`config.mk`:
```
export PLATFORM = sky130hd
export DESIGN_NAME = spi_reg_arbiter
export DESIGN_NICKNAME = d
export VERILOG_FILES = /design/src/rtl/spi_reg_arb_pkg.sv /design/src/rtl/spi_rr_grant2.sv /design/src/rtl/spi_reg_arbiter.sv
export SDC_FILE = /design/constraint.sdc
export NUM_CORES = 1
export LEC_CHECK = 0
export ABC_AREA = 1
export CAP_MARGIN = 20
export CORE_MARGIN = 2
export CORE_UTILIZATION = 34
export DETAILED_ROUTE_END_ITERATION = 12
export GPL_TIMING_DRIVEN = 0
export PLACE_DENSITY = 0.76
export SLEW_MARGIN = 30
export SYNTH_ARGS = -nofsm -noshare
export SYNTH_HDL_FRONTEND = slang
export SYNTH_SLANG_ARGS = --single-unit
```
`constraint.sdc`:
```
create_clock -name clk -period 1.2 [get_ports clk]
set_input_delay 0.24 -clock clk [delete_from_list [all_inputs] [get_ports clk]]
set_output_delay 0.24 -clock clk [all_outputs]
set_load 0.05 [all_outputs]
```
`src/rtl/spi_reg_arb_pkg.sv`:
```
// spi_reg_arb_pkg: shared FSM state, port IDs and width defaults for the SPI register arbiter.
package spi_reg_arb_pkg;
  localparam int ADDR_W_DEF = 4;
  localparam int DATA_W_DEF = 8;
  typedef enum logic [1:0] {IDLE, ISSUE, WAIT, RESP} state_t;
  typedef enum logic {PORT_A, PORT_B} port_t;
endpackage

```
`src/rtl/spi_rr_grant2.sv`:
```
// spi_rr_grant2: two-port round-robin grant with optional burst lock (SPI_REG_ARB_LOCK_EN).
module spi_rr_grant2
  import spi_reg_arb_pkg::*;
(
  input  logic  clk,
  input  logic  reset,
  input  logic  a_valid,
  input  logic  b_valid,
  input  logic  a_lock,
  input  logic  b_lock,
  input  logic  sample,
  input  logic  done,
  input  port_t cur,
  output logic  req,
  output port_t gnt
);
  port_t last;
  port_t rr;
  assign req = a_valid | b_valid;
  assign rr  = (a_valid && b_valid) ? (last == PORT_A ? PORT_B : PORT_A) : (a_valid ? PORT_A : PORT_B);
  always_ff @(posedge clk) begin
    if (reset) last <= PORT_B;
    else if (sample && req) last <= gnt;
  end
`ifdef SPI_REG_ARB_LOCK_EN
  logic  held;
  port_t owner;
  logic  owner_valid;
  assign owner_valid = owner == PORT_A ? a_valid : b_valid;
  assign gnt = (held && owner_valid) ? owner : rr;
  // Ownership is decided at completion; an owner that walks away in IDLE releases it.
  always_ff @(posedge clk) begin
    if (reset) begin
      held  <= 1'b0;
      owner <= PORT_A;
    end else if (done) begin
      held  <= cur == PORT_A ? a_lock : b_lock;
      owner <= cur;
    end else if (sample && held && !owner_valid) begin
      held <= 1'b0;
    end
  end
`else
  logic unused_lock;
  assign unused_lock = ^{a_lock, b_lock, done, cur};
  assign gnt = rr;
`endif
endmodule

```
`src/rtl/spi_reg_arbiter.sv`:
```
// spi_reg_arbiter: arbitrates SPI decoder (A) and bridge FSM (B) onto one register bank; lock via SPI_REG_ARB_LOCK_EN.
module spi_reg_arbiter
  import spi_reg_arb_pkg::*;
#(
  parameter int ADDR_W = ADDR_W_DEF,
  parameter int DATA_W = DATA_W_DEF
) (
  input  logic              clk,
  input  logic              reset,
  input  logic              a_valid,
  input  logic              b_valid,
  output logic              a_ready,
  output logic              b_ready,
  input  logic              a_we,
  input  logic              b_we,
  input  logic [ADDR_W-1:0] a_addr,
  input  logic [ADDR_W-1:0] b_addr,
  input  logic [DATA_W-1:0] a_wdata,
  input  logic [DATA_W-1:0] b_wdata,
  input  logic              a_lock,
  input  logic              b_lock,
  output logic              a_rsp_valid,
  output logic              b_rsp_valid,
  output logic [DATA_W-1:0] rsp_rdata,
  output logic              bank_en,
  output logic              bank_we,
  output logic [ADDR_W-1:0] bank_addr,
  output logic [DATA_W-1:0] bank_wdata,
  input  logic [DATA_W-1:0] bank_rdata
);
  state_t state;
  port_t  cur;
  port_t  gnt;
  logic   req;
  spi_rr_grant2 u_grant (
    .clk    (clk),
    .reset  (reset),
    .a_valid(a_valid),
    .b_valid(b_valid),
    .a_lock (a_lock),
    .b_lock (b_lock),
    .sample (state == IDLE),
    .done   (state == RESP),
    .cur    (cur),
    .req    (req),
    .gnt    (gnt)
  );
  // Bank strobes are loaded on accept so they appear for exactly the ISSUE cycle.
  always_ff @(posedge clk) begin
    if (reset) begin
      state       <= IDLE;
      cur         <= PORT_A;
      a_ready     <= 1'b0;
      b_ready     <= 1'b0;
      a_rsp_valid <= 1'b0;
      b_rsp_valid <= 1'b0;
      rsp_rdata   <= '0;
      bank_en     <= 1'b0;
      bank_we     <= 1'b0;
      bank_addr   <= '0;
      bank_wdata  <= '0;
    end else begin
      a_ready     <= 1'b0;
      b_ready     <= 1'b0;
      a_rsp_valid <= 1'b0;
      b_rsp_valid <= 1'b0;
      bank_en     <= 1'b0;
      bank_we     <= 1'b0;
      bank_addr   <= '0;
      bank_wdata  <= '0;
      case (state)
        IDLE: if (req) begin
          state      <= ISSUE;
          cur        <= gnt;
          a_ready    <= gnt == PORT_A;
          b_ready    <= gnt == PORT_B;
          bank_en    <= 1'b1;
          bank_we    <= gnt == PORT_A ? a_we : b_we;
          bank_addr  <= gnt == PORT_A ? a_addr : b_addr;
          bank_wdata <= gnt == PORT_A ? a_wdata : b_wdata;
        end
        ISSUE: state <= WAIT;
        WAIT: begin
          state       <= RESP;
          rsp_rdata   <= bank_rdata;
          a_rsp_valid <= cur == PORT_A;
          b_rsp_valid <= cur == PORT_B;
        end
        default: state <= IDLE;
      endcase
    end
  end
endmodule

```
==> impl_metrics.yaml, run 1 <==
worst_setup_path:
  r2r_cells: 7
  end_kind: "flop"
  r2r-start: "state[1]$_SDFFE_PP0P_"
  cp_data_required_time_ps: 1470
  worstPathArrival_ps: 1480
  critPathLaunchType: "flop"
  critPathMaxFanout: 7
  rrSetupSlack_ps: -10
  r2r_end: "bank_addr[2]$_SDFF_PP0_"
  path_class: "reg -> reg"
pwr:
  p_leak_nw: 0.9553
  p_per_area_nw_per_um2: 2264
  switching_share: 0.4506
  internal-power_mw: 2.451
  p_seq_frac: 0.314
  p_total_mw: 4.461
  peakVddDrop_mv: 0.7416
  p_comb_frac: 0.557
  p_sw_mw: 2.010
  p_clk_frac: 0.129
synthesis:
  synthSimpleGateAreaFrac: 0.3193
  synthMuxAreaShare: 0
  syn-cell-area_um2: 1160
  ys_ff_latch: 30
  synth_compound_gate_area_share: 0.05070
  synthXorXnorAreaFrac: 0
  yosysWarnings: 0
  synth.area.top_cells: "dfxtp_1, nand3_1, nor2_1"
  synth_fp_nets: 182
  synth.distinct_cells: 17
  synth.top_cell.area_share: 0.5178
  synth_top_family_by_area: "simple AND/OR/NAND/NOR gates"
  yosysSeqAreaShare: 0.5178
  syn_avg_cell_area_um2: 8.405
  synthAdderAreaFrac: 0.04315
  yosys.area.top_type: "dfxtp_1"
  synthCells: 138
placement:
  hpwl_mm: 2.095
  dp_cells: 247
  gp_congestion: 0.7940
  dp_slack_ps: -343.8
  placed_cell_area_um2: 1851
  port_buffers: 63
floorplanning:
  die_h_um: 62.41
  fp.dieArea_um2: 3894
  initial_utilization: 0.3503
  io_pins: 66
  coreArea_um2: 3311
  rows: 21
  die_w_um: 62.41
timing:
  finClkSkew_ps: 6.279
  worst_pin_slew_ps: 264.6
  hold_ws_ps: 386.8
  fmax_ghz: 0.8238
  period_minus_slack_ps: 1214
  finalHoldViolCount: 0
  slew-limit-headroom: 0.8222
  setup_slack_ps: -13.85
  setup_tns_ps: -30.74
  timing.final.max_slew_violations: 0
  period_share: 1.012
  rsz0062_at_grt: "yes"
  finalSetupViolCount: 5
drt:
  post_drt_wl_per_cell_um: 11.84
  wl_met3_um: 146
  dr_wl_met2_mm: 1.584
  viasPerCell: 4.412
  route.detailed.drc: 0
  top_layer_used: "met4"
  met1_length_mm: 1.313
  vias: 1156
  antenna_left: 0
  drt_wl_total_mm: 3.103
  drt_iter0_drc: 52
  drt_first_pass_iters: 4
finish:
  post-route-util: 0.5952
  postLayoutCellArea_um2: 1971
  area_delta_synth_final_pct: 69.90
  drive_gt1_frac: 0.3148
  final_cell_count_no_fill: 262
  num_antenna_cells: 0
  fin_nets: 261
hold_path:
  holdPathEnd: "bank_wdata[0]$_SDFF_PP0_"
  hold_depth: 5
  hold_class: "in -> reg"
  holdCritStartpoint: "a_valid"
clocking:
  cts_root_buffer: "clkbuf_4"
  cts_max_path_buffers: 2
  cts.sinks: 30
  clk_latency_ps: 320
  numCtsBuffers: 5
  h-tree-depth: 2
  cts_tree: "built"
  clk_pin_slew_worst_paths_ps: 90
grt:
  grt_pass1_vias: 970
  grt_max_degree: 11
  grt_pass1_wl_mm: 4.657
  track_usage: 0.1539
  gr-total-overflow: 0
  antenna_found_initial: 0
outcome:
  status: "complete, but fails checks"
  violations: "negative setup slack"
run:
  cap_violations: 0
-- Yosys cell counts --
master,n
a21oi_2,1
clkbuf_1,1
nor2_8,1
nand2_1,21
buf_4,1
nand3_2,2
nand3_1,27
o21ai_0,10
dfxtp_1,30
buf_2,1
nor3_1,3
clkinv_1,1
inv_1,7
nor2_4,1
ha_1,4
nor2_1,24
buf_6,3
-- worst max path at each step --
stage / startpoint / end
detailed placement: b_valid / bank_addr[1]$_SDFF_PP0_
global route: state[1]$_SDFFE_PP0P_ / bank_addr[2]$_SDFF_PP0_
floorplan: state[0]$_SDFFE_PP0P_ / bank_addr[0]$_SDFF_PP0_
CTS: state[1]$_SDFFE_PP0P_ / bank_addr[1]$_SDFF_PP0_
global placement: b_valid / bank_wdata[7]$_SDFF_PP0_
finish: state[1]$_SDFFE_PP0P_ / bank_addr[2]$_SDFF_PP0_
-- worst max-delay path, cell delays in order (launching register included) --
cell and delay, ps:
dfxtp_2 340, inv_2 90, ha_4 160, nand2_4 70, nor2_8 200, clkbuf_16 190, nand3_1 70, nand2_1 60
-- state kept, by name, summed over array words and instances, names as in the netlist --
name and count:
a_rsp_valid 1, b_ready 1, a_ready 1, b_rsp_valid 1, bank_wdata 8, bank_en 1
cur 1, rsp_rdata 8, bank_addr 4, state 2, bank_we 1, u_grant.last 1
-- cell families (layout without fill, tap and decap cells) --
| logic type | Yosys count | count (layout) |
|---|---|---|
| adder cells (fa/ha/maj) | 4 | 4 |
| buffers and inverters | 14 | 92 |
| AND/OR/NAND/NOR | 79 | 79 |
| flip-flops | 30 | 30 |
| AO/OA/AOI/OAI | 11 | 11 |
-- placed cells by master (no fill, tap or decap), types with 2 or more instances in the layout --
cell type and instances:
buf_8 2, o21ai_0 10, nor3_1 3, nand3_1 21, clkbuf_4 9, ha_1 2, nor2_1 23, inv_1 5
buf_2 22, clkdlybuf4s50_1 36, nand2_1 19, clkbuf_16 2, buf_6 3, dfxtp_1 28, nand3_2 8, dfxtp_2 2
buf_4 7
-- layout make-up --
cell class	count	area, um^2
sequential	30	603.1
clock buffer	6	51.30
fill	315	1340
inverter	8	37.54
tap	46	57.56
multi-input combinational	94	536.8
timing repair buffer	72	619.3
buffer	6	65.06
-- what timing repair did --
item,CTS,global route
gates cloned,0,2
pin swaps,2,6
endpoints found under the setup margin,53,26
buffers inserted,2,5
hold buffers,0,0
resized for setup,140,21
-- power groups by stage --
stage          Clock (mW)  Combinational [mW]  Sequential (mW)
6_report            0.577                2.48             1.40
5_1_grt             0.643                2.65             1.43
4_1_cts             0.596                2.11             1.40
3_5_place_dp            0                2.19             1.41
3_3_place_gp            0                2.17             1.40
2_1_floorplan           0               0.706             2.17
-- routing by layer --
| layer | global-route usage | vias up |
|---|---|---|
| li1 | - | 607 |
| met1 | 0.1850 | 511 |
| met2 | 0.2446 | 33 |
| met3 | 0.03784 | 5 |
| met4 | 0.1000 | 0 |
| met5 | 0 | - |
(Power assumes the default switching activity.)
==> inputs of run 2 (changes only) <==
--- a/config.mk
+++ b/config.mk
@@ -11,8 +11,9 @@
 export CORE_UTILIZATION = 34
 export DETAILED_ROUTE_END_ITERATION = 12
 export GPL_TIMING_DRIVEN = 0
+export MAX_ROUTING_LAYER = met4
 export PLACE_DENSITY = 0.76
-export SLEW_MARGIN = 30
+export SLEW_MARGIN = 20
 export SYNTH_ARGS = -nofsm -noshare
 export SYNTH_HDL_FRONTEND = slang
 export SYNTH_SLANG_ARGS = --single-unit
==> run 2 against run 1 <==
Net effect:
- the run still ends with negative setup slack left
- sequential cell count unchanged
- largest power group unchanged
- die area stayed put
- via count increased by 0.26%
- worst setup slack improved by 0.89 ps
- routed wire length fell by 0.19%
- register-to-register slack barely moved
- sequential power is essentially flat
- maximum frequency barely moved
- hold slack is essentially flat
- largest cell class unchanged
- first-iteration DRC count fell by 19%
- critical endpoint unchanged
==> impl_metrics.yaml, run 2 (synthesized netlist as in run 1, its figures left out) <==
finish:
  drive_gt1_frac: 0.3148
  final_cell_mix: "clkdlybuf4s50_1, dfxtp_1, nor2_1, buf_2, nand3_1"
  largestRegisters: "bank_wdata (8), rsp_rdata (8), bank_addr (4)"
  final_common_cell: "clkdlybuf4s50_1"
  num_antenna_cells: 0
  fin_nets: 261
  final_cell_count_no_fill: 262
  postLayoutCellArea_um2: 1971
  post-route-util: 0.5952
  area_delta_synth_final_pct: 69.90
worst_setup_path:
  critPathMaxStageDelay_ps: 340
  end_kind: "flop"
  path_delay_family: "simple AND/OR/NAND/NOR gates"
  r2r-start: "state[1]$_SDFFE_PP0P_"
  cp_data_required_time_ps: 1470
  worstPathArrival_ps: 1480
  slowest_stage: "dfxtp_2"
  path_class: "reg -> reg"
  crit_buf_inv: 2
  critPathLaunchType: "flop"
  critPathMaxFanout: 7
  critical_path.cell_chain: "inv_2 > ha_4 > nand2_4 > nor2_8 > clkbuf_16 > nand3_1 > nand2_1"
  cp-startpoint: "state[1]$_SDFFE_PP0P_"
clocking:
  numCtsBuffers: 5
  cts.sinks: 30
  h-tree-depth: 2
  cts_root_buffer: "clkbuf_4"
  cts_max_path_buffers: 2
  cts_tree: "built"
  ctsHoldBuffers: 0
  clk_latency_ps: 320
  clk_pin_slew_worst_paths_ps: 90
drt:
  viasPerCell: 4.424
  drt_wl_total_mm: 3.097
  post_drt_wl_per_cell_um: 11.82
  antenna_left: 0
  drt_iter0_drc: 42
  route.detailed.drc: 0
  drt_first_pass_iters: 4
  vias: 1159
timing:
  setup_tns_ps: -25.82
  finalHoldViolCount: 0
  period_share: 1.011
  hold_ws_ps: 386.4
  slew-limit-headroom: 0.8222
  fmax_ghz: 0.8244
  worst_pin_slew_ps: 264.6
  setup_slack_ps: -12.96
  finalSetupViolCount: 5
  timing.final.max_slew_violations: 0
  rsz0062_at_grt: "yes"
  period_minus_slack_ps: 1213
  finClkSkew_ps: 6.434
floorplanning:
  die_h_um: 62.41
  initial_utilization: 0.3503
  fp.dieArea_um2: 3894
  die_w_um: 62.41
  io_pins: 66
  coreArea_um2: 3311
  rows: 21
pwr:
  peakVddDrop_mv: 0.7409
  p_leak_nw: 0.9553
  p_per_area_nw_per_um2: 2263
  p_total_mw: 4.460
placement:
  port_buffers: 63
  placed_cell_area_um2: 1851
  dp_slack_ps: -343.8
  dp_cells: 247
  hpwl_mm: 2.095
  gp_congestion: 0.8053
outcome:
  violations: "negative setup slack"
  status: "complete, but fails checks"
grt:
  gr-total-overflow: 0
  grt_pass1_wl_mm: 4.657
  grt_max_degree: 11
  grt_pass1_vias: 971
  antenna_found_initial: 0
  track_usage: 0.1583
run:
  cap_violations: 0
hold_path:
  holdCritStartpoint: "a_valid"
  hold_class: "in -> reg"
-- run 2: layer usage --
| layer | track usage | part of all wire | routed length, um |
|---|---|---|---|
| met1 | 0.1850 | 0.42 | 1313 |
| met2 | 0.2446 | 0.51 | 1580 |
| met3 | 0.03784 | 0.048 | 149 |
| met4 | 0.1000 | 0.017 | 54 |
| met5 | - | 0 | 0 |
-- run 2: path summary, 6_finish.rpt --
| kind | endpoint | slack, ps | cells after the start |
|---|---|---|---|
| worst max-delay path | bank_addr[2]$_SDFF_PP0_ | -10 | 7 |
| worst min-delay path | bank_wdata[0]$_SDFF_PP0_ | 390 | 5 |
| worst max register to register | bank_addr[2]$_SDFF_PP0_ | -10 | 7 |
| worst min register to register | a_rsp_valid$_SDFF_PP0_ | 420 | 1 |
-- run 2: worst min-delay path: stages --
cell and delay (ps):
dlymetal6s2s_1 190, inv_1 90, a21oi_2 50, nand3_1 60
nand2_1 40
-- run 2: power breakdown --
part / internal [mW] / switching, mW / total (mW)
Clock: 0.263 / 0.314 / 0.578
Combinational: 0.902 / 1.58 / 2.48
Sequential: 1.29 / 0.116 / 1.40
Total: 2.45 / 2.01 / 4.46
-- run 2: final cells by class --
type	instances	area (um^2)
clock buffers	6	51.30
repair buffers	72	619.3
inverters	8	37.54
plain buffers	6	65.06
fillers	315	1340
flip-flops and latches	30	603.1
well taps	46	57.56
multi-input cells	94	536.8
-- run 2: repair_timing --
item,in CTS,in global routing
setup endpoints to repair,53,26
hold endpoints to repair,0,0
pin swaps,2,6
gates resized for setup,140,21
setup buffers,2,5
cloned,0,2
==> inputs of run 3 (changes only) <==
--- a/config.mk
+++ b/config.mk
@@ -6,13 +6,14 @@
 export NUM_CORES = 1
 export LEC_CHECK = 0
 export ABC_AREA = 1
-export CAP_MARGIN = 20
+export CAP_MARGIN = 25
 export CORE_MARGIN = 2
-export CORE_UTILIZATION = 34
+export CORE_UTILIZATION = 35
+export CTS_CLUSTER_DIAMETER = 50
 export DETAILED_ROUTE_END_ITERATION = 12
 export GPL_TIMING_DRIVEN = 0
 export MAX_ROUTING_LAYER = met4
-export PLACE_DENSITY = 0.76
+export PLACE_DENSITY = 0.75
 export SLEW_MARGIN = 20
 export SYNTH_ARGS = -nofsm -noshare
 export SYNTH_HDL_FRONTEND = slang
==> constraint.sdc (replaced) <==
create_clock -name clk -period 1.4 [get_ports clk]
set_input_delay 0.28 -clock clk [delete_from_list [all_inputs] [get_ports clk]]
set_output_delay 0.28 -clock clk [all_outputs]
set_load 0.05 [all_outputs]
==> run 3 against run 2 <==
Net effect:
- final cell count down 2.7%
- clock power shrank 22%
- critical path depth is 6 lower
- sequential cell count is the same
- first-iteration DRC count up 17%
- worst setup slack better by 100 ps
- routed wire length is 1.9% higher
- largest power group unchanged
- register-to-register slack improved by 140 ps
- the run now ends clean
- non-clock buffer count down 7
- combinational power decreased by 21%
- clock skew increased by 1.7 ps
- global-route usage is 1.6 points higher
==> impl_metrics.yaml, run 3 (synthesized netlist as in run 1, its figures left out) <==
outcome:
  status: "complete, no violations"
pwr:
  p_sw_mw: 1.646
  switching_share: 0.4581
  p_per_area_nw_per_um2: 1856
  p_leak_nw: 0.8470
  p_clk_frac: 0.126
  internal-power_mw: 1.947
  p_seq_frac: 0.332
  peakVddDrop_mv: 0.8896
  p_comb_frac: 0.543
clocking:
  numCtsBuffers: 5
  ctsHoldBuffers: 0
  cts.sinks: 30
  h-tree-depth: 2
  cts_root_buffer: "clkbuf_4"
  clk_latency_ps: 310
  clk_pin_slew_worst_paths_ps: 90
  cts_max_path_buffers: 2
  cts_tree: "built"
worst_setup_path:
  cp-startpoint: "rsp_rdata[6]$_SDFFE_PP0N_"
  r2r_cells: 7
  critPathCapture: "rsp_rdata[6]"
  critPathLaunchType: "flop"
  path_class: "reg -> out"
  end_kind: "output pin"
  rrSetupSlack_ps: 130
  r2r_end: "state[0]$_SDFFE_PP0P_"
  slowest_stage: "clkdlybuf4s15_2"
  critical_path.cell_chain: "clkdlybuf4s15_2"
  cp_data_required_time_ps: 1120
  r2r-start: "state[0]$_SDFFE_PP0P_"
  cp.depth: 1
  critPathMaxFanout: 2
  crit_buf_inv: 1
  path_delay_family: "buffers and inverters"
  worstPathArrival_ps: 1030
  critPathMaxStageDelay_ps: 380
finish:
  drive_gt1_frac: 0.2275
  fin_nets: 255
  largestRegisters: "bank_wdata (8), rsp_rdata (8), bank_addr (4)"
  final_cell_mix: "clkdlybuf4s50_1, dfxtp_1, nand3_1, nor2_1, clkdlybuf4s15_2"
  fillCellCount: 282
  post-route-util: 0.6238
  postLayoutCellArea_um2: 1936
  area_delta_synth_final_pct: 66.88
  final_cell_count_no_fill: 255
  final_common_cell: "clkdlybuf4s50_1"
  num_antenna_cells: 0
drt:
  drt_wl_total_mm: 3.155
  antenna_left: 0
  drt_first_pass_iters: 4
  drt_iter0_drc: 49
  post_drt_wl_per_cell_um: 12.37
  route.detailed.drc: 0
  viasPerCell: 4.573
  vias: 1166
floorplanning:
  rows: 20
  initial_utilization: 0.3738
  die_w_um: 61.57
  fp.dieArea_um2: 3790
  die_h_um: 61.57
  io_pins: 66
  coreArea_um2: 3103
placement:
  port_buffers: 63
  gp_congestion: 0.6937
  dp_cells: 245
  placed_cell_area_um2: 1846
  hpwl_mm: 2.396
grt:
  gr-total-overflow: 0
  grt_max_degree: 11
  grt_pass1_wl_mm: 4.671
  grt_pass1_vias: 1098
  track_usage: 0.1739
  antenna_found_initial: 0
timing:
  finalHoldViolCount: 0
  rsz0062_at_grt: "no"
  setup_tns_ps: 0
  finClkSkew_ps: 8.128
  period_minus_slack_ps: 1309
  worst_pin_slew_ps: 435.1
  timing.final.max_slew_violations: 0
  fmax_ghz: 0.7637
  slew-limit-headroom: 0.7099
  finalSetupViolCount: 0
  period_share: 0.9352
hold_path:
  hold_class: "reg -> reg"
  hold_depth: 1
run:
  cap_violations: 0
[run 3: cell types whose count changed in the layout (fill, tap and decap cells not counted), sizes merged]
cell / previous run / this run
clkbuf: 13 / 14
dlymetal6s2s: 1 / 0
clkinv: 1 / 0
buf: 34 / 6
clkdlybuf4s50: 36 / 37
clkdlybuf4s15: 0 / 21
clkinvlp: 0 / 2
[run 3: per-stage QoR]
stage	setup slack [ps]	hold slack (ps)	power (mW)
after floorplan	183.3	356.8	2.460
after global placement	-158.3	413.3	3.030
after detailed placement	-181.2	444.2	3.098
after CTS	0.6661	465.0	3.518
after global routing	12.54	470.7	3.819
final	90.67	457.2	3.592
[run 3: how the worst min path moves through the flow]
stage / end / slack [ps] / from
final: a_rsp_valid$_SDFF_PP0_ / 460 / cur$_SDFFE_PP0P_
after global routing: a_rsp_valid$_SDFF_PP0_ / 470 / cur$_SDFFE_PP0P_
after global placement: a_rsp_valid$_SDFF_PP0_ / 410 / cur$_SDFFE_PP0P_
after CTS: a_rsp_valid$_SDFF_PP0_ / 460 / cur$_SDFFE_PP0P_
after floorplan: a_rsp_valid$_SDFF_PP0_ / 360 / reset
after detailed placement: a_rsp_valid$_SDFF_PP0_ / 440 / cur$_SDFFE_PP0P_
[run 3: power groups by stage]
stage          sequential, mW  clock [mW]  combinational (mW)
2_1_floorplan            1.86           0               0.597
3_3_place_gp             1.20           0                1.83
3_5_place_dp             1.21           0                1.89
4_1_cts                  1.19       0.458                1.87
5_1_grt                  1.22       0.503                2.10
6_report                 1.19       0.451                1.95
[run 3: area by class of cell]
| cell class | instances | area, um^2 | share of cell area |
|---|---|---|---|
| Buffer | 6 | 52.55 | 0.02715 |
| Clock buffer | 7 | 45.04 | 0.02327 |
| Inverter | 8 | 33.78 | 0.01745 |
| Multi-Input combinational cell | 94 | 494.2 | 0.2553 |
| Sequential cell | 30 | 600.6 | 0.3103 |
| Tap cell | 44 | 55.05 | 0.02844 |
| Timing Repair Buffer | 65 | 646.9 | 0.3342 |
| Timing Repair inverter | 1 | 7.507 | 0.003878 |
[run 3: per-layer routing]
metal	share of wire	vias up	global-route usage
met4	0.015	0	0.07599
met1	0.42	544	0.1954
met2	0.52	24	0.2947
met5	0	-	-
met3	0.042	7	0.03782
li1	-	591	-
[run 3: what timing repair did]
| item | 4_1_cts | 5_1_grt |
|---|---|---|
| setup endpoints to repair | 37 | 29 |
| gates cloned | 0 | 1 |
| resized for setup | 73 | 12 |
| pin swaps | 1 | 0 |
| buffers inserted | 2 | 0 |
